==> config.mk <==
export PLATFORM = sky130hd
export DESIGN_NAME = neo_fix_arb
export DESIGN_NICKNAME = d
export VERILOG_FILES = /design/src/rtl/neo_fix_pkg.sv /design/src/rtl/neo_fix_addr_map.sv /design/src/rtl/neo_fix_arb.sv
export SDC_FILE = /design/constraint.sdc
export NUM_CORES = 1
export LEC_CHECK = 0
export ABC_AREA = 1
export CORE_MARGIN = 5
export CORE_UTILIZATION = 60
export DETAILED_ROUTE_END_ITERATION = 8
export DONT_BUFFER_PORTS = 1
export PLACE_DENSITY = 0.76
export SLEW_MARGIN = 20
export SYNTH_ARGS = -nofsm -noshare
export SYNTH_HDL_FRONTEND = slang
export SYNTH_SLANG_ARGS = --single-unit
export TNS_END_PERCENT = 30
==> constraint.sdc <==
create_clock -name clk_sys -period 3.35 [get_ports clk_sys]
set_clock_uncertainty 0.2 [all_clocks]
set_input_delay 0.5025 -clock clk_sys [delete_from_list [all_inputs] [get_ports clk_sys]]
set_output_delay 0.5025 -clock clk_sys [all_outputs]
set_load 0.01 [all_outputs]
==> src/rtl/neo_fix_pkg.sv <==
// Shared types and constants for the fix-layer ROM port arbiter.
// The optional access timeout is enabled by defining NEO_FIX_ARB_TIMEOUT_EN.
package neo_fix_pkg;

    typedef enum logic [1:0] {
        ST_IDLE   = 2'd0,
        ST_FIX_RD = 2'd1,
        ST_LD_WR  = 2'd2
    } fix_state_e;

    localparam int unsigned FIX_AW = 17;
    localparam int unsigned BANK_W = 2;

    // Value of address bit ADDR_W-1 selecting the system SFIX or the cart S-ROM.
    localparam logic SFIX_REGION = 1'b1;
    localparam logic CART_REGION = 1'b0;

    localparam int unsigned TMO_LIMIT = 255;

endpackage

==> src/rtl/neo_fix_addr_map.sv <==
// Combinational fix fetch address former: applies system SFIX select or CMC bank.
module neo_fix_addr_map
    import neo_fix_pkg::*;
#(
    parameter int unsigned ADDR_W = 20
) (
    input  logic              i_fix_sys,
    input  logic              i_cmc_en,
    input  logic [BANK_W-1:0] i_fix_bank,
    input  logic [FIX_AW-1:0] i_fix_addr,
    output logic [ADDR_W-1:0] o_addr
);

    always_comb begin
        o_addr = '0;
        o_addr[FIX_AW-1:0] = i_fix_addr;
        o_addr[ADDR_W-1]   = i_fix_sys ? SFIX_REGION : CART_REGION;
        if (!i_fix_sys && i_cmc_en) begin
            o_addr[FIX_AW +: BANK_W] = i_fix_bank;
        end
    end

endmodule

==> src/rtl/neo_fix_arb.sv <==
// Shares the fix ROM port between fix-tile fetches and the ROM loader.
// Define NEO_FIX_ARB_TIMEOUT_EN to abort accesses lacking mem_ack and expose mem_tmo.
module neo_fix_arb
    import neo_fix_pkg::*;
#(
    parameter int unsigned ADDR_W = 20,
    parameter int unsigned DATA_W = 16
) (
    input  logic              clk_sys,
    input  logic              reset,
    input  logic              fix_req,
    input  logic [16:0]       fix_addr,
    input  logic [1:0]        fix_bank,
    input  logic              fix_sys,
    input  logic              cmc_en,
    output logic [DATA_W-1:0] fix_data,
    output logic              fix_valid,
    output logic              fix_ovf,
    input  logic              ld_wr,
    input  logic [ADDR_W-1:0] ld_addr,
    input  logic [DATA_W-1:0] ld_data,
    output logic              ld_busy,
    output logic              mem_rd,
    output logic              mem_wr,
    output logic [ADDR_W-1:0] mem_addr,
    output logic [DATA_W-1:0] mem_wdata,
    input  logic [DATA_W-1:0] mem_rdata,
    input  logic              mem_ack
`ifdef NEO_FIX_ARB_TIMEOUT_EN
    ,
    output logic              mem_tmo
`endif
);

    fix_state_e        r_state, w_state_nxt;
    logic              r_fix_pend, r_ld_pend, r_last_fix;
    logic [ADDR_W-1:0] r_fix_addr, r_ld_addr, r_mem_addr;
    logic [DATA_W-1:0] r_ld_data, r_mem_wdata, r_fix_data;
    logic              r_fix_valid, r_fix_ovf;

    logic [ADDR_W-1:0] w_map;
    logic              w_tmo, w_done, w_arb, w_ld_acc;
    logic              w_avail_fix, w_avail_ld, w_grant_fix, w_grant_ld;

    neo_fix_addr_map #(.ADDR_W(ADDR_W)) u_map (
        .i_fix_sys  (fix_sys),
        .i_cmc_en   (cmc_en),
        .i_fix_bank (fix_bank),
        .i_fix_addr (fix_addr),
        .o_addr     (w_map)
    );

`ifdef NEO_FIX_ARB_TIMEOUT_EN
    logic [7:0] r_tmo_cnt;
    logic       r_mem_tmo;

    always_ff @(posedge clk_sys) begin
        if (reset) begin
            r_tmo_cnt <= '0;
            r_mem_tmo <= 1'b0;
        end else begin
            r_tmo_cnt <= w_arb ? '0 : r_tmo_cnt + 8'd1;
            if (w_tmo) r_mem_tmo <= 1'b1;
        end
    end

    assign w_tmo   = (r_state != ST_IDLE) && !mem_ack && (r_tmo_cnt == 8'(TMO_LIMIT - 1));
    assign mem_tmo = r_mem_tmo;
`else
    assign w_tmo = 1'b0;
`endif

    assign ld_busy  = r_ld_pend || (r_state == ST_LD_WR);
    assign w_ld_acc = ld_wr && !ld_busy;
    assign w_done   = (r_state != ST_IDLE) && (mem_ack || w_tmo);
    // Arbitrate in IDLE and on the completing cycle, so back-to-back grants need no bubble.
    // Same-cycle requests bypass the slots so a fetch reaches the bus one cycle later.
    assign w_arb       = (r_state == ST_IDLE) || w_done;
    assign w_avail_fix = r_fix_pend || fix_req;
    assign w_avail_ld  = r_ld_pend || w_ld_acc;
    assign w_grant_ld  = w_arb && w_avail_ld && (!w_avail_fix || r_last_fix);
    assign w_grant_fix = w_arb && w_avail_fix && !w_grant_ld;

    always_ff @(posedge clk_sys) begin
        if (reset) r_state <= ST_IDLE;
        else       r_state <= w_state_nxt;
    end

    always_comb begin
        w_state_nxt = r_state;
        mem_rd      = 1'b0;
        mem_wr      = 1'b0;
        if (w_grant_fix)     w_state_nxt = ST_FIX_RD;
        else if (w_grant_ld) w_state_nxt = ST_LD_WR;
        else if (w_done)     w_state_nxt = ST_IDLE;
        case (r_state)
            ST_FIX_RD: mem_rd = 1'b1;
            ST_LD_WR:  mem_wr = 1'b1;
            default:   ;
        endcase
    end

    always_ff @(posedge clk_sys) begin
        if (reset) begin
            r_fix_pend  <= 1'b0;
            r_fix_addr  <= '0;
            r_ld_pend   <= 1'b0;
            r_ld_addr   <= '0;
            r_ld_data   <= '0;
            r_mem_addr  <= '0;
            r_mem_wdata <= '0;
            r_fix_data  <= '0;
            r_fix_valid <= 1'b0;
            r_fix_ovf   <= 1'b0;
            r_last_fix  <= 1'b0;
        end else begin
            r_fix_valid <= w_done && (r_state == ST_FIX_RD);
            if (w_done && (r_state == ST_FIX_RD)) r_fix_data <= mem_ack ? mem_rdata : '1;
            if (fix_req && r_fix_pend) r_fix_ovf <= 1'b1;

            if (w_grant_fix) begin
                r_fix_pend <= 1'b0;
            end else if (fix_req) begin
                r_fix_pend <= 1'b1;
                r_fix_addr <= w_map;
            end

            if (w_grant_ld) begin
                r_ld_pend <= 1'b0;
            end else if (w_ld_acc) begin
                r_ld_pend <= 1'b1;
                r_ld_addr <= ld_addr;
                r_ld_data <= ld_data;
            end

            if (w_grant_fix) begin
                r_mem_addr <= fix_req ? w_map : r_fix_addr;
                r_last_fix <= 1'b1;
            end else if (w_grant_ld) begin
                r_mem_addr  <= r_ld_pend ? r_ld_addr : ld_addr;
                r_mem_wdata <= r_ld_pend ? r_ld_data : ld_data;
                r_last_fix  <= 1'b0;
            end
        end
    end

    assign fix_data  = r_fix_data;
    assign fix_valid = r_fix_valid;
    assign fix_ovf   = r_fix_ovf;
    assign mem_addr  = r_mem_addr;
    assign mem_wdata = r_mem_wdata;

endmodule

==> impl_metrics.env, run 1 <==
export IMPL_status="finished, final reports clean"
export IMPL_wl_per_cell_um=16.9
export IMPL_die_h_um=104
export IMPL_clk_pin_slew_ns=0.06
export IMPL_hold_violations=0
export IMPL_ir_worst_vdd_mv=0.400
export IMPL_overflow=0
export IMPL_grt_pass1_vias=5237
export IMPL_grt_util_all_layers=0.291
export IMPL_diodes=0
export IMPL_tns_ns=0
export IMPL_synthTopCellsByCount="nand2_1, nand3_1, dfxtp_1"
export IMPL_worst_setup_path_type="flip-flop to flip-flop"
export IMPL_arrival_ns=2.98
export IMPL_finalNonFillerCells=939
export IMPL_worst_ep_required_time_ns=3.57
export IMPL_grt_pass1_wl_mm=26.1
export IMPL_synth_top_cell_area_share=0.435
export IMPL_vias=5420
export IMPL_finalPower_w=0.00425
export IMPL_antenna_found_initial=0
export IMPL_antenna_left=0
export IMPL_synth_seq_cells=115
export IMPL_synth_nets=858
export IMPL_post_route_util=0.750
export IMPL_insertion_delay_ns=0.53
export IMPL_pin_count=135
export IMPL_max_slew_margin=0.472
export IMPL_nets=896
export IMPL_drv_cap=0
export IMPL_regArea_mm2=0.00230
export IMPL_combPwrFrac=0.188
export IMPL_fmax_mhz=362
export IMPL_synthArstFlopShare=0
export IMPL_power_share_clock=0.429
export IMPL_netlist_area_mm2=0.00529
export IMPL_drc=0
export IMPL_timing_final_crit_share=0.825
export IMPL_cts_buffers=17
export IMPL_setup_viol=0
export IMPL_tightest_slew_ns=0.791
export IMPL_p_int_w=0.00294
export IMPL_synth_cells=780
export IMPL_drt_iter0_markers=351
export IMPL_areaGrowthSynthToFinish_pct=22.6
export IMPL_dp_hpwl_mm=9.13
export IMPL_root_buffer="clkbuf_8"
export IMPL_syn_area_per_cell_um2=6.78
export IMPL_fillers=661
export IMPL_worstSetupEndpointType="flip-flop"
export IMPL_power_density_mw_per_mm2=656
export IMPL_startpoint_type="flip-flop"
export IMPL_p_switching_w=0.00131
export IMPL_synth_top_cells_by_area="dfxtp_1, nand2_1, nand3_1"
export IMPL_cts_setup_buffers=0
export IMPL_drv_slew=0
export IMPL_yosysTopAreaCell="dfxtp_1"
export IMPL_gp_congestion=0.884
export IMPL_synthFlopType="dfxtp_1"
export IMPL_ys_warnings_count=0
export IMPL_dp_slack_ns=1.03
export IMPL_coreArea_mm2=0.00864
export IMPL_fp_row_count=34
export IMPL_start_util=0.612
export IMPL_post_cts_resized=0
export IMPL_seqPwrFrac=0.383
export IMPL_leakagePower_nw=2.82
export IMPL_synth_edf_count=0
export IMPL_placed_cells=837
export IMPL_period_minus_slack_ns=2.76
export IMPL_ys_types=20
export IMPL_die_x_um=104
export IMPL_wirelength_mm=15.9
export IMPL_fp_dieArea_mm2=0.0108
export IMPL_portBuffers=0
export IMPL_yosysMostFrequentCell="nand2_1"
export IMPL_rsz0062_at_grt="false"
export IMPL_synth_seq_area_share=0.435
export IMPL_switching_share=0.308
export IMPL_cts_path_max_buffers=2
export IMPL_avgViaCountPerCell=5.77
export IMPL_hold_path_class="primary input to flip-flop"
export IMPL_drtPass1Iterations=5
export IMPL_clock_sinks=115
export IMPL_drive_above_1_share=0.0674
export IMPL_path_max_fanout=18
export IMPL_cts_htree_levels=4
export IMPL_grt_max_degree=91
export IMPL_worst_slack_ns=0.586
export IMPL_multiInputGateArea_mm2=0.00251
export IMPL_tritoncts="yes"
[cell type report]
type | instances | share of cell area
tap | 108 | 0.0209
multi-input combinational | 565 | 0.387
timing repair buffer | 79 | 0.121
sequential | 115 | 0.355
clock buffer | 19 | 0.0682
inverter | 40 | 0.0232
clock inverter | 13 | 0.0245
[state kept, by name, indices dropped and copies added, names as in the netlist]
register	count
mem_addr	20
r_fix_addr	20
r_ld_addr	20
fix_data	16
mem_wdata	16
r_ld_data	16
r_state	2
fix_ovf	1
fix_valid	1
r_fix_pend	1
r_last_fix	1
r_ld_pend	1
[routing by layer]
| layer | global-route usage | wire, µm | up-vias |
|---|---|---|---|
| met1 | 0.349 | 6110 | 2518 |
| met3 | 0.106 | 1640 | 43 |
| met4 | 0.102 | 468 | 0 |
| li1 | - | - | 2597 |
| met2 | 0.479 | 7680 | 262 |
| met5 | 0 | 0 | - |
[worst max-delay path, stage by stage, from the launching register on]
cell and delay (ns):
dfxtp_1 0.36, inv_1 0.06, nor2_2 0.60, nand2_1 0.59, nand2_1 0.18, a21oi_1 0.08
dlygate4sd3_1 0.57
[power groups by stage]
stage | Clock, W | Combinational [W] | Sequential (W)
after detailed placement | 0 | 0.000691 | 0.00166
after floorplan | 0 | 0.000627 | 0.00162
final | 0.00182 | 0.000799 | 0.00163
after global placement | 0 | 0.000673 | 0.00165
after global routing | 0.00190 | 0.000890 | 0.00165
after CTS | 0.00182 | 0.000782 | 0.00163
[through the flow]
step / hold slack [ns] / instance area, µm²
2_1_floorplan: 0.239 / 5290
3_3_place_gp: 0.242 / 5160
3_5_place_dp: 0.246 / 5160
4_1_cts: 0.0391 / 6480
5_1_grt: 0.0531 / 6480
6_report: 0.0383 / 6480
[path summary, 6_finish.rpt]
kind,startpoint,end,slack (ns),cells after the start
hold / removal,fix_req,r_fix_addr[12]$_SDFFE_PP0N_,0.04,4
setup / recovery,r_state[0]$_SDFFE_PP0P_,fix_data[0]$_SDFFE_PP0P_,0.59,6
hold reg to reg,r_ld_addr[0]$_SDFFE_PP0P_,r_ld_addr[0]$_SDFFE_PP0P_,0.26,2
setup reg to reg,r_state[0]$_SDFFE_PP0P_,fix_data[0]$_SDFFE_PP0P_,0.59,6
[cell usage in the layout, fill, tap and decap left out]
cell type	synthesis	routed
nor2_4	3	3
clkinv_4	0	3
o21ai_2	1	1
nor2_1	8	8
dfxtp_1	115	115
buf_4	3	9
dlygate4sd3_1	0	69
nand2_1	288	288
clkinv_2	0	4
o21ai_1	1	1
nand2_4	3	3
clkbuf_16	0	16
o21ai_0	3	3
a21oi_1	90	90
clkbuf_8	0	3
nor2_2	1	1
inv_2	3	3
bufinv_16	0	3
buf_16	0	1
nand2_2	2	2
a21oi_2	1	1
inv_1	37	37
clkinvlp_4	0	3
nand3_1	164	164
[cell families after synthesis]
group	Yosys count	share of synthesized area
buffers and inverters	100	0.0906
DFF	115	0.435
AOI/OAI and AO/OA	96	0.0923
and+or+nand+nor	469	0.382
[repair_timing]
| action | CTS | global route |
|---|---|---|
| endpoints found under the setup margin | 0 | 0 |
| hold buffers | 70 | 0 |
| hold endpoints to repair | 92 | 0 |
(Power assumes the default switching activity.)
==> run 2, diff against run 1 <==
==> constraint.sdc (replaced) <==
create_clock -name clk_sys -period 2.78 [get_ports clk_sys]
set_clock_uncertainty 0.2 [all_clocks]
set_input_delay 0.417 -clock clk_sys [delete_from_list [all_inputs] [get_ports clk_sys]]
set_output_delay 0.417 -clock clk_sys [all_outputs]
set_load 0.01 [all_outputs]
==> impl_metrics.env, run 2 (synthesized netlist as in run 1, its figures left out) <==
export IMPL_status="finished, final reports clean"
export IMPL_worst_ep_required_time_ns=3.00
export IMPL_grt_pass1_wl_mm=25.3
export IMPL_power_density_mw_per_mm2=764
export IMPL_overflow=0
export IMPL_avgViaCountPerCell=5.68
export IMPL_rrSetupSlack_ns=0.52
export IMPL_leakagePower_nw=2.84
export IMPL_fmax_mhz=397
export IMPL_antenna_found_initial=0
export IMPL_areaGrowthSynthToFinish_pct=23.8
export IMPL_path_delay_family="simple AND/OR/NAND/NOR gates"
export IMPL_clock_sinks=115
export IMPL_timing_hold_ws_ns=0.0219
export IMPL_startpoint_type="primary input"
export IMPL_wirelength_mm=15.3
export IMPL_tns_ns=0
export IMPL_drive_above_1_share=0.0679
export IMPL_wl_per_cell_um=16.2
export IMPL_post_cts_resized=0
export IMPL_arrival_ns=2.74
export IMPL_tightest_slew_ns=0.685
export IMPL_hold_violations=0
export IMPL_drt_iter0_markers=321
export IMPL_cp_num_buf_inv=1
export IMPL_grt_util_all_layers=0.280
export IMPL_drv_cap=0
export IMPL_timing_final_crit_share=0.906
export IMPL_root_buffer="clkbuf_8"
export IMPL_grt_max_degree=91
export IMPL_fp_row_count=34
export IMPL_clk_pin_slew_ns=0.06
export IMPL_worst_setup_path_type="primary input to flip-flop"
export IMPL_tritoncts="yes"
export IMPL_fillers=660
export IMPL_nets=905
export IMPL_portBuffers=0
export IMPL_path_cells="dlygate4sd3_1 -> nor2_1 -> nor2_1 -> nor2_4 -> nand2_4 -> nand2_4 -> nand2_1 -> a21oi_1"
export IMPL_die_x_um=104
export IMPL_cts_path_max_buffers=2
export IMPL_layout_commonest_cell="nand2_1"
export IMPL_worstSetupEndpointType="flip-flop"
export IMPL_grt_pass1_vias=5250
export IMPL_cts_setup_buffers=0
export IMPL_fp_dieArea_mm2=0.0108
export IMPL_pin_count=135
export IMPL_path_max_fanout=40
export IMPL_dp_hpwl_mm=8.99
export IMPL_period_minus_slack_ns=2.52
export IMPL_drv_slew=0
export IMPL_diodes=0
export IMPL_ir_worst_vdd_mv=0.482
export IMPL_hold_path_class="primary input to flip-flop"
export IMPL_rsz0062_at_grt="false"
export IMPL_die_h_um=104
export IMPL_cts_buffers=17
export IMPL_vias=5386
export IMPL_max_slew_margin=0.543
export IMPL_coreArea_mm2=0.00864
export IMPL_layout_common_cells="nand2_1, nand3_1, dfxtp_1, a21oi_1, dlygate4sd3_1"
export IMPL_max_stage_delay_ns=0.71
export IMPL_drc=0
export IMPL_gp_congestion=0.927
export IMPL_insertion_delay_ns=0.50
export IMPL_drtPass1Iterations=5
export IMPL_cts_htree_levels=4
export IMPL_antenna_left=0
export IMPL_setup_viol=0
export IMPL_start_util=0.612
export IMPL_cp_slowest_cell="dlygate4sd3_1"
==> run 2: final timing paths <==
kind | startpoint | to | depth (start not counted)
worst min-delay path | fix_req | r_fix_addr[0]$_SDFFE_PP0N_ | 4
worst max-delay path | fix_req | r_ld_data[12]$_SDFFE_PP0P_ | 8
worst min register to register | r_ld_data[9]$_SDFFE_PP0P_ | r_ld_data[9]$_SDFFE_PP0P_ | 2
worst max register to register | r_state[0]$_SDFFE_PP0P_ | fix_data[0]$_SDFFE_PP0P_ | 7
==> run 2: power breakdown <==
| part | internal (W) | total (W) | switching [W] |
|---|---|---|---|
| Combinational | 0.000338 | 0.000979 | 0.000640 |
| Clock | 0.00129 | 0.00206 | 0.000765 |
| Sequential | 0.00182 | 0.00196 | 0.000146 |
| Total | 0.00345 | 0.00500 | 0.00155 |
==> run 2: layout make-up <==
type | count | area, µm² | area share
Sequential cell | 115 | 2300 | 0.352
Inverter | 40 | 150 | 0.0229
Clock inverter | 13 | 136 | 0.0208
Tap cell | 108 | 135 | 0.0206
Clock buffer | 19 | 432 | 0.0660
Multi-Input combinational cell | 565 | 2510 | 0.383
Timing Repair Buffer | 88 | 883 | 0.135
==> run 2: stage by stage <==
step	cell area, µm²	setup WS [ns]	util	power, W	instances
6_report	6550	0.261	0.758	0.00500	948
5_1_grt	6550	0.0975	0.758	0.00525	948
4_1_cts	6550	0.337	0.758	0.00500	948
3_5_place_dp	5190	0.615	0.601	0.00284	839
3_3_place_gp	5190	0.656	0.601	0.00281	839
2_1_floorplan	5290	1.02	-	0.00271	780
==> run 2: timing repair <==
item | 4_1_cts | 5_1_grt
hold endpoints to repair | 93 | 0
endpoints found under the setup margin | 0 | 0
hold buffers | 77 | 0
==> run 2: tightest hold or removal path, delay by kind of cell <==
| family | cells | cell delay (ns) |
|---|---|---|
| simple gates | 3 | 0.20 |
| compound gates | 1 | 0.05 |
==> run 2: layer usage <==
layer	part of all wire	up-vias	wire length (µm)	global-route usage
li1	-	2622	-	-
met1	0.39	2470	5920	0.336
met2	0.49	253	7430	0.453
met3	0.10	41	1540	0.104
met4	0.028	0	433	0.115
met5	0	-	0	0
==> run 3, diff against run 2 <==
--- a/config.mk
+++ b/config.mk
@@ -11,6 +11,7 @@
 export DETAILED_ROUTE_END_ITERATION = 8
 export DONT_BUFFER_PORTS = 1
 export PLACE_DENSITY = 0.76
+export SKIP_CTS_REPAIR_TIMING = 1
 export SLEW_MARGIN = 20
 export SYNTH_ARGS = -nofsm -noshare
 export SYNTH_HDL_FRONTEND = slang
==> impl_metrics.env, run 3 (synthesized netlist as in run 1, its figures left out) <==
export IMPL_coreArea_mm2=0.00864
export IMPL_cts_buffers=17
export IMPL_dp_hpwl_mm=8.99
export IMPL_worst_r2r_endpoint="fix_data[3]$_SDFFE_PP0P_"
export IMPL_vias=5382
export IMPL_die_x_um=104
export IMPL_timing_final_crit_share=0.864
export IMPL_leakagePower_nw=2.82
export IMPL_drtPass1Iterations=5
export IMPL_layout_common_cells="nand2_1, nand3_1, dfxtp_1, a21oi_1, dlygate4sd3_1"
export IMPL_grt_pass1_vias=4650
export IMPL_combPwrFrac=0.195
export IMPL_antenna_found_initial=0
export IMPL_drv_cap=0
export IMPL_period_minus_slack_ns=2.40
export IMPL_rrSetupSlack_ns=0.54
export IMPL_tritoncts="yes"
export IMPL_arrival_ns=2.62
export IMPL_drive_above_1_share=0.0683
export IMPL_r2r_start="r_state[0]$_SDFFE_PP0P_"
export IMPL_layout_commonest_cell="nand2_1"
export IMPL_drt_iter0_markers=410
export IMPL_path_cells="dlygate4sd3_1 -> nor2_1 -> nor2_1 -> nor2_4 -> nand2_4 -> nand2_4 -> nand2_1 -> a21oi_1"
export IMPL_cp_num_buf_inv=1
export IMPL_nets=899
export IMPL_crit_path_end="r_ld_data[12]$_SDFFE_PP0P_"
export IMPL_clock_sinks=115
export IMPL_ir_worst_vdd_mv=0.480
export IMPL_insertion_delay_ns=0.49
export IMPL_wl_per_cell_um=16.4
export IMPL_gp_congestion=0.927
export IMPL_areaGrowthSynthToFinish_pct=22.6
export IMPL_cts_path_max_buffers=2
export IMPL_power_share_clock=0.412
export IMPL_fp_row_count=34
export IMPL_start_util=0.612
export IMPL_cp_depth=8
export IMPL_worst_setup_path_type="primary input to flip-flop"
export IMPL_status="finished, violations left"
export IMPL_setup_viol=0
export IMPL_max_slew_margin=0.532
export IMPL_hold_path_class="primary input to flip-flop"
export IMPL_switching_share=0.310
export IMPL_clk_pin_slew_ns=0.06
export IMPL_grt_util_all_layers=0.250
export IMPL_wirelength_mm=15.5
export IMPL_p_switching_w=0.00155
export IMPL_cts_htree_levels=4
export IMPL_fmax_mhz=416
export IMPL_drc=0
export IMPL_antenna_left=0
export IMPL_die_h_um=104
export IMPL_path_max_fanout=40
export IMPL_overflow=0
export IMPL_max_stage_delay_ns=0.65
export IMPL_startpoint_type="primary input"
export IMPL_worstSetupEndpointType="flip-flop"
export IMPL_avgViaCountPerCell=5.71
export IMPL_final_area_mm2=0.00648
export IMPL_seqPwrFrac=0.393
export IMPL_hold_violations=6
export IMPL_fp_dieArea_mm2=0.0108
export IMPL_rsz0062_at_grt="false"
export IMPL_violations="hold timing"
export IMPL_pin_count=135
export IMPL_drv_slew=0
export IMPL_tightest_slew_ns=0.702
export IMPL_place_area_mm2=0.00519
export IMPL_grt_max_degree=92
export IMPL_reg2regPathDepth=7
export IMPL_worstSetupStartpoint="fix_req"
export IMPL_p_int_w=0.00344
export IMPL_tns_ns=0
export IMPL_root_buffer="clkbuf_8"
export IMPL_power_density_mw_per_mm2=770
export IMPL_portBuffers=0
export IMPL_path_delay_family="simple AND/OR/NAND/NOR gates"
export IMPL_timing_hold_ws_ns=-0.0149
export IMPL_worst_ep_required_time_ns=3.00
export IMPL_diodes=0
export IMPL_cp_slowest_cell="dlygate4sd3_1"
export IMPL_grt_pass1_wl_mm=22.5
[run 3: cell types whose count changed in the layout (fill, tap and decap cells not counted)]
cell,previous run,this run
dlygate4sd3_1,76,70
[run 3: worst min path at each step]
stage	start	cells after the start	to
2_1_floorplan	r_ld_data[10]$_SDFFE_PP0P_	2	r_ld_data[10]$_SDFFE_PP0P_
3_3_place_gp	r_ld_addr[13]$_SDFFE_PP0P_	2	r_ld_addr[13]$_SDFFE_PP0P_
3_5_place_dp	r_ld_addr[9]$_SDFFE_PP0P_	2	r_ld_addr[9]$_SDFFE_PP0P_
4_1_cts	reset	1	fix_data[0]$_SDFFE_PP0P_
5_1_grt	ld_data[10]	4	mem_wdata[10]$_SDFFE_PP0P_
6_report	ld_data[3]	4	mem_wdata[3]$_SDFFE_PP0P_
[run 3: metrics by stage]
step	util	instances	setup slack (ns)	total power (W)
2_1_floorplan	-	780	1.02	0.00271
3_3_place_gp	0.601	839	0.656	0.00281
3_5_place_dp	0.601	839	0.615	0.00284
4_1_cts	0.667	871	0.597	0.00489
5_1_grt	0.751	942	0.263	0.00524
6_report	0.751	942	0.379	0.00499
[run 3: cell type report]
cell class	instances	area [µm²]
clock buffer	19	432
clock inverter	13	136
fill	656	2150
inverter	40	150
multi-input combinational	565	2510
sequential	115	2300
tap	108	135
timing repair buffer	82	823
[run 3: routing by layer]
layer	vias up	part of all wire	global-route usage	wire length (µm)
li1	2610	-	-	-
met5	-	0	0	0
met2	269	0.49	0.385	7560
met1	2477	0.39	0.307	6080
met4	0	0.019	0.0981	291
met3	26	0.10	0.108	1560
[run 3: worst reg2reg max path, cell delays in order (launching register included)]
cell,delay (ns)
dfxtp_1,0.37
inv_1,0.07
nor2_2,0.07
buf_4,0.24
nand2_1,0.37
nand2_1,0.17
a21oi_1,0.07
dlygate4sd3_1,0.57
[run 3: power by group through the flow]
stage	Sequential [W]	Combinational (W)	Clock, W
2_1_floorplan	0.00196	0.000756	0
3_3_place_gp	0.00199	0.000822	0
3_5_place_dp	0.00199	0.000843	0
4_1_cts	0.00196	0.000849	0.00208
5_1_grt	0.00198	0.00109	0.00217
6_report	0.00196	0.000971	0.00206
